File: src/rtl/adc_axis_pkg.sv
// Shared types and helpers for the ADC-to-AXI-Stream capture path.
//   state_e        : FSM state encoding exposed on the 3-bit state port
//   beat_t         : one stream beat (data + frame-end marker)
//   offset_to_twos : converts an offset-binary ADC sample to a 32-bit signed word
package adc_axis_pkg;

    localparam int unsigned ADC_W  = 14;
    localparam int unsigned AXIS_W = 32;

    typedef enum logic [2:0] {
        ST_IDLE   = 3'd0,
        ST_ARM    = 3'd1,
        ST_STREAM = 3'd2,
        ST_DRAIN  = 3'd3
    } state_e;

    typedef struct packed {
        logic [AXIS_W-1:0] tdata;
        logic              tlast;
    } beat_t;

    // Invert the MSB (offset binary -> two's complement), then sign-extend.
    function automatic logic [AXIS_W-1:0] offset_to_twos(input logic [ADC_W-1:0] s);
        logic [ADC_W-1:0] t;
        t = {~s[ADC_W-1], s[ADC_W-2:0]};
        return {{(AXIS_W - ADC_W){t[ADC_W-1]}}, t};
    endfunction

endpackage

File: src/rtl/adc_clk_div.sv
// ADC conversion clock divider.
//   clk, rst_n : system clock, async active-low reset
//   clk_adc    : divided clock, high for the upper half of each DIV-cycle period
//   strobe     : one-cycle pulse in the last cycle of each period (before clk_adc falls)
module adc_clk_div
#(
    parameter int unsigned DIV = 4
) (
    input  logic clk,
    input  logic rst_n,
    output logic clk_adc,
    output logic strobe
);

    localparam int unsigned CNT_W = (DIV > 2) ? $clog2(DIV) : 1;

    logic [CNT_W-1:0] cnt_q;
    logic [CNT_W-1:0] cnt_d;

    // Free-running 0..DIV-1 counter.
    always_comb begin
        cnt_d = cnt_q + CNT_W'(1);
        if (cnt_q == CNT_W'(DIV - 1)) begin
            cnt_d = '0;
        end
    end

    // Outputs are decoded from the next count so they line up with cnt_q.
    always_ff @(posedge clk or negedge rst_n) begin
        if (!rst_n) begin
            cnt_q   <= '0;
            clk_adc <= 1'b0;
            strobe  <= 1'b0;
        end else begin
            cnt_q   <= cnt_d;
            clk_adc <= (cnt_d >= CNT_W'(DIV / 2));
            strobe  <= (cnt_d == CNT_W'(DIV - 1));
        end
    end

endmodule

File: src/rtl/adc_to_axis_m.sv
// ADC sampler feeding an AXI4-Stream master with framed output.
//   m00_axis_aclk / m00_axis_aresetn : clock, async active-low reset
//   control       : [0] capture enable, [1] LNA enable, [2] ADC powerdown, [3] test mode
//   ADC_data      : 14-bit offset-binary sample
//   ClockToADC    : ADC conversion clock
//   ADC_powerdown, LNA_enable : direct copies of control[2], control[1]
//   overflow      : sticky flag, set when a sample is dropped on back-pressure
//   state         : FSM state (IDLE/ARM/STREAM/DRAIN)
//   m00_axis_*    : stream master (tvalid/tdata/tstrb/tlast out, tready in)
module adc_to_axis_m
    import adc_axis_pkg::*;
#(
    parameter int unsigned C_M00_AXIS_TDATA_WIDTH = 32,
    parameter int unsigned C_ADC_CLK_DIV          = 4,
    parameter int unsigned C_FRAME_LEN            = 1024
) (
    input  logic                                  m00_axis_aclk,
    input  logic                                  m00_axis_aresetn,
    input  logic [3:0]                            control,
    input  logic [ADC_W-1:0]                      ADC_data,
    output logic                                  ClockToADC,
    output logic                                  ADC_powerdown,
    output logic                                  LNA_enable,
    output logic                                  overflow,
    output logic [2:0]                            state,
    output logic                                  m00_axis_tvalid,
    output logic [C_M00_AXIS_TDATA_WIDTH-1:0]     m00_axis_tdata,
    output logic [C_M00_AXIS_TDATA_WIDTH/8-1:0]   m00_axis_tstrb,
    output logic                                  m00_axis_tlast,
    input  logic                                  m00_axis_tready
);

    localparam int unsigned BEAT_W = (C_FRAME_LEN > 2) ? $clog2(C_FRAME_LEN) : 1;

    state_e            state_q;
    state_e            state_d;
    beat_t             beat_q;
    logic              tvalid_q;
    logic              overflow_q;
    logic [BEAT_W-1:0] beat_cnt_q;
    logic [ADC_W-1:0]  test_cnt_q;
    logic              strobe;

    logic              hs_c;
    logic              last_hs_c;
    logic              enter_arm_c;
    logic              capture_c;
    logic              load_c;
    logic              drop_c;
    logic [ADC_W-1:0]  sample_c;

    adc_clk_div #(
        .DIV (C_ADC_CLK_DIV)
    ) u_clk_div (
        .clk     (m00_axis_aclk),
        .rst_n   (m00_axis_aresetn),
        .clk_adc (ClockToADC),
        .strobe  (strobe)
    );

    // Handshake, capture and drop qualifiers.
    always_comb begin
        hs_c        = tvalid_q & m00_axis_tready;
        last_hs_c   = hs_c & beat_q.tlast;
        enter_arm_c = (state_q == ST_IDLE) & control[0];
        sample_c    = control[3] ? test_cnt_q : ADC_data;
        // In DRAIN, capture stops once the frame's final beat is in the register.
        capture_c   = strobe & ((state_q == ST_ARM) | (state_q == ST_STREAM) |
                                ((state_q == ST_DRAIN) & ~(tvalid_q & beat_q.tlast)));
        load_c      = capture_c & (~tvalid_q | m00_axis_tready);
        drop_c      = capture_c & tvalid_q & ~m00_axis_tready;
    end

    // Next-state logic.
    always_comb begin
        state_d = state_q;
        case (state_q)
            ST_IDLE:   if (control[0])  state_d = ST_ARM;
            ST_ARM:    if (strobe)      state_d = ST_STREAM;
            ST_STREAM: if (!control[0]) state_d = ST_DRAIN;
            ST_DRAIN:  if (last_hs_c)   state_d = ST_IDLE;
            default:                    state_d = ST_IDLE;
        endcase
    end

    always_ff @(posedge m00_axis_aclk or negedge m00_axis_aresetn) begin
        if (!m00_axis_aresetn) begin
            state_q <= ST_IDLE;
        end else begin
            state_q <= state_d;
        end
    end

    // Output register, beat/test counters and overflow flag.
    always_ff @(posedge m00_axis_aclk or negedge m00_axis_aresetn) begin
        if (!m00_axis_aresetn) begin
            beat_q     <= '0;
            tvalid_q   <= 1'b0;
            overflow_q <= 1'b0;
            beat_cnt_q <= '0;
            test_cnt_q <= '0;
        end else begin
            if (load_c) begin
                beat_q.tdata <= offset_to_twos(sample_c);
                beat_q.tlast <= (beat_cnt_q == BEAT_W'(C_FRAME_LEN - 1));
                tvalid_q     <= 1'b1;
                if (beat_cnt_q == BEAT_W'(C_FRAME_LEN - 1)) begin
                    beat_cnt_q <= '0;
                end else begin
                    beat_cnt_q <= beat_cnt_q + BEAT_W'(1);
                end
            end else if (hs_c) begin
                tvalid_q     <= 1'b0;
                beat_q.tlast <= 1'b0;
            end

            if (enter_arm_c) begin
                beat_cnt_q <= '0;
                overflow_q <= 1'b0;
            end else if (drop_c) begin
                overflow_q <= 1'b1;
            end

            if (enter_arm_c) begin
                test_cnt_q <= '0;
            end else if (strobe) begin
                test_cnt_q <= test_cnt_q + ADC_W'(1);
            end
        end
    end

    assign state           = state_q;
    assign overflow        = overflow_q;
    assign m00_axis_tvalid = tvalid_q;
    assign m00_axis_tdata  = C_M00_AXIS_TDATA_WIDTH'(beat_q.tdata);
    assign m00_axis_tlast  = beat_q.tlast;
    assign m00_axis_tstrb  = '1;

    // Analog front-end controls are plain pass-throughs.
    assign ADC_powerdown   = control[2];
    assign LNA_enable      = control[1];

endmodule

File: config.mk
export PLATFORM = sky130hd
export DESIGN_NAME = adc_to_axis_m
export DESIGN_NICKNAME = d
export VERILOG_FILES = /design/src/rtl/adc_axis_pkg.sv /design/src/rtl/adc_clk_div.sv /design/src/rtl/adc_to_axis_m.sv
export SDC_FILE = /design/constraint.sdc
export NUM_CORES = 1
export LEC_CHECK = 0
export BUFFER_PORTS_ARGS = -buffer_cell sky130_fd_sc_hd__buf_2
export CAP_MARGIN = 20
export CELL_PAD_IN_SITES_DETAIL_PLACEMENT = 1
export CELL_PAD_IN_SITES_GLOBAL_PLACEMENT = 1
export CORE_MARGIN = 2
export CORE_UTILIZATION = 35
export DETAILED_ROUTE_END_ITERATION = 8
export PLACE_DENSITY_LB_ADDON = 0.1
export RECOVER_POWER = 50
export REMOVE_ABC_BUFFERS = 1
export SLEW_MARGIN = 30
export SYNTH_ARGS = -nofsm -noshare
export SYNTH_HDL_FRONTEND = slang
export SYNTH_SLANG_ARGS = --single-unit
File: constraint.sdc
create_clock -name m00_axis_aclk -period 1.8 [get_ports m00_axis_aclk]
set_clock_uncertainty 0.15 [all_clocks]
set_input_delay 0.36 -clock m00_axis_aclk [delete_from_list [all_inputs] [get_ports m00_axis_aclk]]
set_output_delay 0.36 -clock m00_axis_aclk [all_outputs]
set_load 0.02 [all_outputs]
# Word level (Yosys, flattened, before mapping)
# Cells that the tools add are included.
# totals
wordCells,63
reg_bits,48
in_bits,21
out_inout_bits,45
# classes
n_reduce_logical,6
mux,17
n_eq_ne,10
n_bitwise,16
magnitude_cmp,1
addsub,3
# ops
op,count
14-bit two-way mux,3
10-bit two-way mux,3
"14-bit by 1-bit adder with 14-bit output, second input constant",1
3-bit two-way mux,4
3-bit one-hot mux with 4 select lines,1
"10-bit by 1-bit adder with 10-bit output, second input constant",1
"10-bit equality test, second input constant",1
1-bit bitwise AND,9
2-bit nonzero test,4
"3-bit by 2-bit equality test with 1-bit output, second input constant",2
"2-bit != test, second input constant",3
1-bit two-way mux,5
"2-bit equality test, second input constant",2
1-bit NOT,4
4-bit AND reduction,1
"3-bit by 1-bit equality test with 1-bit output, second input constant",1
3-bit zero test,1
1-bit bitwise OR,3
"2-bit by 1-bit adder with 2-bit output, second input constant",1
"2-bit greater-or-equal comparator, second input constant",1
2-bit two-way mux,1
"2-bit by 1-bit != test with 1-bit output, second input constant",1

# Longest topological paths before layout
# Gate-level depths: netlist of the first run.
# depth
ltp_word,9
depth_mapped,7
depth_no_buf,7

# Modules after synthesis
# A second synthesis of the first run with hierarchy kept.
# hier_totals
hier_cells,255
area_unflattened_um2,2527.4
# by_module_without_submodules
module,cells_each,area_per_inst_um2,n_inst
adc_to_axis_m,247,2416.1,1
adc_clk_div,8,111.4,1

# Worst setup path before layout of the first run
# Ideal clock, no wire load.
# synth_timing
kind,register to register
start,"reg state_q[0], in the netlist state[0]"
end,reg beat_cnt_q[9]
setup_ps,69
period_less_slack_ps,1884
setup_slack_ps,-84
path_stages_with_launch,7
arrival_time_ps,1666
t_required_ps,1581
path_cell_list,dfrtp_1 inv_1 ha_1 a31o_1 o21ai_1 or4_1 nand3_1
# synth_between
elab_chain_cells,6
elab_cells_between_ends,12
cone_classes,3 x eq/ne; 1 x mux; 6 x bitwise; 2 x reduce/logical
# synth_lines
element,line,source
start: declaration,adc_to_axis_m.sv:35,state_e state_q;
start signal: assignment,adc_to_axis_m.sv:90,state_q <= state_d;
3-bit by 1-bit equality test with 1-bit output (tied with other cells),adc_to_axis_m.sv:68,capture_c = strobe & ((state_q == ST_ARM) | (state_q == ST_STREAM) |
1-bit bitwise OR or 1-bit bitwise AND (tied branches),"adc_to_axis_m.sv:68, adc_to_axis_m.sv:69",
1-bit bitwise OR,adc_to_axis_m.sv:68,
1-bit bitwise AND,adc_to_axis_m.sv:68,
1-bit bitwise AND,adc_to_axis_m.sv:70,load_c = capture_c & (~tvalid_q | m00_axis_tready);
2-bit nonzero test (no line),n/a,
end signal: assignment,adc_to_axis_m.sv:110,beat_cnt_q <= beat_cnt_q + BEAT_W'(1);
end: declaration,adc_to_axis_m.sv:40,logic [BEAT_W-1:0] beat_cnt_q;
# Parallel ways exist; a longest one is shown, timed or not.
# A chain may end at the register's enable or synchronous reset.

# Worst setup path in the final report of the first run
# layout_timing
start,"reg state_q[0], in the netlist state[0]"
end,reg beat_cnt_q[0]
# The elaborated chain is that of the path after synthesis.

==> results of run 1 <==
per-stage QoR:
step / std cells / utilization [%]
after floorplan: 224 / -
after detailed placement: 394 / 41.3
after CTS: 404 / 43.3
final: 404 / 43.6
after global placement: 394 / 41.3
after global routing: 404 / 43.6
area by class of cell:
| cell class | count | share of cell area (%) |
|---|---|---|
| sequential | 46 | 38.4 |
| inverter | 7 | 0.876 |
| multi-input combinational | 171 | 38.9 |
| clock inverter | 3 | 0.835 |
| timing repair buffer | 76 | 14.6 |
| tap | 96 | 4.01 |
| clock buffer | 5 | 2.30 |
critical path, cell delays in order (launching register included):
cell and delay, ns:
dfrtp_1 0.41, ha_2 0.21, a21boi_4 0.21, o211ai_4 0.11, buf_6 0.15, or3b_4 0.36
a21oi_2 0.12
layer usage:
metal / global-route usage [%] / part of all wire (%) / wire length [um] / vias to the layer above
li1: - / - / - / 938
met1: 20.6 / 49 / 2580 / 902
met2: 23.9 / 46 / 2450 / 51
met3: 3.36 / 4.5 / 239 / 4
met4: 4.13 / 0.70 / 37 / 0
met5: 0 / 0 / 0 / -
sequential cells by signal, indices dropped and copies added, names as in the netlist:
name and count:
m00_axis_tdata 14, beat_cnt_q 10, m00_axis_tvalid 1, test_cnt_q 14
m00_axis_tlast 1, state 2, overflow 1, u_clk_div.clk_adc 1
u_clk_div.cnt_q 1, u_clk_div.strobe 1
repair_timing:
action,in CTS,in global routing
hold buffers,1,0
pin swaps,1,3
setup endpoints to repair,15,17
buffers inserted,1,0
resized for setup,5,13
endpoints found under the hold margin,35,0
power breakdown:
group | leakage [nW] | switching, mW | total, mW | internal (mW)
Combinational | 0.783 | 0.204 | 0.329 | 0.125
Sequential | 0.575 | 0.0822 | 1.19 | 1.11
Clock | 0.0447 | 0.397 | 0.678 | 0.281
cell families after synthesis:
kind of cell / after synthesis / share of synthesized area (%)
adders and majority gates: 8 / 4.00
other: 2 / 0.300
DFF: 46 / 46.0
AOI/OAI and AO/OA: 39 / 9.10
buffers and inverters: 41 / 10.6
and+or+nand+nor: 85 / 17.2
xor gates and xnor gates: 18 / 6.30
muxes: 16 / 6.45
worst min path at each step:
stage	from	to	cells past startpoint
2_1_floorplan	m00_axis_aresetn	beat_cnt_q[0]	0
3_3_place_gp	m00_axis_aresetn	beat_cnt_q[6]	1
3_5_place_dp	m00_axis_aresetn	beat_cnt_q[6]	1
4_1_cts	ADC_data[9]	m00_axis_tdata[9]	3
5_1_grt	ADC_data[10]	m00_axis_tdata[10]	3
6_report	ADC_data[11]	m00_axis_tdata[11]	3
cell usage in the layout, fill, tap and decap left out, types with 6 or more instances in the layout:
cell       n
nand3_1    9
o21ai_0    7
buf_2     44
ha_1       6
mux2i_1   15
buf_4     15
nor2_1    24
dfrtp_1   45
xor2_1    11
nand2_1   29
o21ai_1   19
clkbuf_1  12
xnor2_1    7
==> impl_metrics.toml, run 1 <==
[run_status]
status = "completed"

[timing]
relSlewSlack_pct = 62.4
finalSetupViolCount = 0
rsz0062_at_grt = "true"
period_share_pct = 98.9
fmax_mhz = 562
fin_crit_ns = 1.78
hold_viol = 0
setup_slack_ns = 0.0198
drv_slew = 0
tns_ns = 0
holdWs_ns = 0.162
tightestPinTransition_ns = 0.565

[setup_path]
endpoint_kind = "flop"
worstSetupStartpoint = "state[0]"
worstReg2RegStart = "state[0]"
r2r-end = "beat_cnt_q[0]"
required_ns = 1.89
path_class = "flop to flop"
worstSetupStartpointType = "flop"
cp-endpoint = "beat_cnt_q[0]"
rr_worst_depth = 6
critPathArrivalTime_ns = 1.87
regToRegSetupSlack_ns = 0.02
cp_max_fo = 5

[layout]
seqCellArea_mm2 = 0.00115
area_delta_synth_final_pct = 19.8
num_antenna_cells = 0
multiInputGateArea_mm2 = 0.00117
nFillCells = 824
final_net_count = 336
final_area_mm2 = 0.00300
drive_gt1_share_pct = 30.2

[worst_hold_path]
hold_path_class = "input pin to flop"

[global_routing]
grt_first_pass_wirelength_um = 9070
first_global_vias = 1855
grt_max_degree = 42
grt.total_usage_pct = 15.0
antenna_found_initial = 0
grt_overflow_total = 0

[synthesis]
synthArstFlopShare_pct = 100
synth_most_common_cell = "dfrtp_1"
synth.top_cell.area_share_pct = 46.0
ys.flop_type = "dfrtp_1"
synth-seq-cells = 46
synth_commonest_cells = "dfrtp_1, nand2_1, buf_4, nor2_1, o21ai_1"
yosysUniqueCellTypes = 38
synth_area_mm2 = 0.00250
yosys.area.top_type = "dfrtp_1"
ys_seq_area_share_pct = 46.0
synth_edf_count = 0
yosysWarnings = 0
syn_avg_cell_area_um2 = 9.81
yosys-top-cells-area = "dfrtp_1, buf_4, mux2i_1, nand2_1, ha_1"
syn_inst = 255

[detailed_routing]
dr.pass1.iters = 4
vias = 1895
via_per_inst = 4.69
ant_nets = 0
finalWirelength_um = 5310
wl_per_cell_um = 13.1
drcViolationCount = 0
drt-initial-drc-count = 35

[placed_design]
gp_congestion = 0.720
placed_area_mm2 = 0.00284
pre_cts_slack_ns = -0.0917
port_buffers = 56
dp_hpwl_um = 3990

[floorplanning]
die_area_mm2 = 0.00784
fp-row-count = 30
core_area_mm2 = 0.00687
die_height_um = 88.6
ios = 66
start_util_pct = 36.4
die_w_um = 88.6

[power_and_ir_drop]
power_mw = 2.20
p_leak_nw = 1.40
p_per_area_mw_per_mm2 = 732
ir_worst_vdd_mv = 0.334

[clock_network]
cts_sinks = 46
htreeDepth = 2
clockRootBuffer = "clkbuf_8"
cts.clk_slew.worst_paths_ns = 0.10
insertion_delay_ns = 0.31
clockBufferDepth = 2
cts_buffers = 5
cts_tree = "built"

[flow_run]
cap_violations = 0
Note: power is estimated with default switching activity, not from simulation.
==> run 2, diff against run 1 <==
Settings changed: REMOVE_ABC_BUFFERS 1 to not set.
==> run 2 against run 1 <==
Via count grew 4.1%; first-iteration DRC count grew 150%; clock-buffer cell count is the same; non-clock buffer count grew 10; die area is the same; largest cell class unchanged; setup slack lost 0.030 ns; fmax shrank 1.6%; sequential power is essentially flat; critical path depth grew 1; hold slack lost 0.0023 ns; the run now ends with setup timing left; critical endpoint is now beat_cnt_q[6].
==> impl_metrics.toml, run 2 (synthesized netlist as in run 1, its figures left out) <==
[floorplanning]
start_util_pct = 36.4
die_w_um = 88.6
core_area_mm2 = 0.00687
ios = 66
die_height_um = 88.6
die_area_mm2 = 0.00784
fp-row-count = 30

[power_and_ir_drop]
seq_power_share_pct = 49.5
p_int_mw = 1.69
swShare_pct = 28.9
p_clk_share_pct = 33.3
power_mw = 2.38
ir_worst_vdd_mv = 0.315
p_per_area_mw_per_mm2 = 751
pwr-share-comb_pct = 17.1
p_switching_mw = 0.688
p_leak_nw = 1.56

[worst_hold_path]
hold_depth = 3
hold_path_class = "input pin to flop"

[clock_network]
clockRootBuffer = "clkbuf_8"
cts.clk_slew.worst_paths_ns = 0.10
cts_buffers = 5
cts_tree = "built"
htreeDepth = 2
clockBufferDepth = 2
cts_sinks = 46
insertion_delay_ns = 0.31

[setup_path]
worstReg2RegStart = "state[1]"
rr_worst_depth = 7
worstSetupStartpoint = "state[1]"
cp_slowest_stage_delay_ns = 0.42
required_ns = 1.85
worstSetupStartpointType = "flop"
cp-endpoint = "beat_cnt_q[6]"
path_class = "flop to flop"
critPathArrivalTime_ns = 1.86
cp_max_fo = 5
r2r-end = "beat_cnt_q[6]"
crit_chain = "inv_2, ha_4, o211ai_4, bufbuf_16, nor3_4, xnor2_1, nor2_1"
endpoint_kind = "flop"
cp_slowest_cell = "dfrtp_2"
regToRegSetupSlack_ns = -0.01

[global_routing]
antenna_found_initial = 0
grt_overflow_total = 0
first_global_vias = 1965
grt_max_degree = 21
grt_first_pass_wirelength_um = 9770
grt.total_usage_pct = 16.4

[timing]
period_share_pct = 101
fin_crit_ns = 1.81
rsz0062_at_grt = "true"
relSlewSlack_pct = 64.4
finalSetupViolCount = 2
tightestPinTransition_ns = 0.534
hold_viol = 0
drv_slew = 0
tns_ns = -0.0132
fmax_mhz = 553
setup_slack_ns = -0.00988

[detailed_routing]
vias = 1972
ant_nets = 0
wl_per_cell_um = 14.3
finalWirelength_um = 5920
via_per_inst = 4.76
drt-initial-drc-count = 87
drcViolationCount = 0
dr.pass1.iters = 4

[layout]
final_cells = 414
num_antenna_cells = 0
nFillCells = 798
final_common_cell = "buf_2"
fin_util_pct = 46.1
final_net_count = 346
drive_gt1_share_pct = 36.8
layout_common_cells = "buf_2, dfrtp_1, nand2_1, nor2_1, buf_4"
area_delta_synth_final_pct = 26.7

[placed_design]
port_buffers = 56
dp_cells = 395
pre_cts_slack_ns = -0.0594
gp_congestion = 0.767
dp_hpwl_um = 4270

[run_status]
status = "finished, violations left"
violations = "setup timing"

[flow_run]
cap_violations = 0
[run 2: cell types whose count changed in the layout (fill, tap and decap cells not counted), moves of 2 or more]
cell / change
buf_2: +11
clkbuf_1: -11
buf_4: +7
buf_12: +2
clkbuf_2: +2
dfrtp_1: -2
dfrtp_2: +2
nor3_2: -2
nor3_4: +2
[run 2: critical path: cells and delay by family, from the launching register on]
| kind | cells | cell delay (ns) |
|---|---|---|
| AOI/OAI and AO/OA | 1 | 0.10 |
| and+or+nand+nor | 2 | 0.24 |
| xor gates and xnor gates | 1 | 0.13 |
| buffers and inverters | 2 | 0.36 |
| DFF | 1 | 0.42 |
| adders and majority gates | 1 | 0.30 |
[run 2: metrics by stage]
stage	cell area [um2]	hold WS, ns
floorplan	2530	-0.0856
global placement	2870	0.209
detailed placement	2870	0.212
CTS	3090	0.158
global route	3170	0.169
finish	3170	0.160
[run 2: metal layers]
layer	global-route usage (%)	vias to the layer above	routed length, um	part of all wire (%)
met5	0	-	0	0
met1	21.6	974	2750	47
met3	4.01	5	248	4.2
met2	27.1	45	2850	48
li1	-	948	-	-
met4	4.13	0	70	1.2
[run 2: power groups by stage]
stage | Combinational (mW) | Clock, mW | Sequential (mW)
final | 0.408 | 0.793 | 1.18
after global routing | 0.458 | 0.869 | 1.19
after detailed placement | 0.381 | 0 | 1.20
after floorplan | 0.225 | 0 | 1.22
after CTS | 0.384 | 0.820 | 1.18
after global placement | 0.368 | 0 | 1.20
[run 2: what timing repair did]
| action | in CTS | in global routing |
|---|---|---|
| cloned | 1 | 0 |
| setup endpoints to repair | 4 | 19 |
| resized for setup | 9 | 13 |
| hold buffers | 1 | 0 |
| pin swaps | 2 | 8 |
| buffers inserted | 3 | 6 |
| endpoints found under the hold margin | 17 | 0 |
[run 2: worst min path at each step]
| stage | startpoint | to | slack (ns) |
|---|---|---|---|
| after global placement | m00_axis_aresetn | m00_axis_tvalid | 0.21 |
| final | ADC_data[10] | m00_axis_tdata[10] | 0.16 |
| after global routing | ADC_data[9] | m00_axis_tdata[9] | 0.17 |
| after CTS | ADC_data[10] | m00_axis_tdata[10] | 0.16 |
| after floorplan | m00_axis_aresetn | beat_cnt_q[0] | -0.09 |
| after detailed placement | m00_axis_aresetn | state[0] | 0.21 |
[run 2: layout make-up]
type	count	area (um2)	area share (%)
clock inverter	3	45.0	1.42
timing repair buffer	86	568	17.9
clock buffer	5	68.8	2.17
inverter	7	26.3	0.829
multi-input combinational	171	1190	37.4
tap	96	120	3.79
sequential	46	1150	36.4
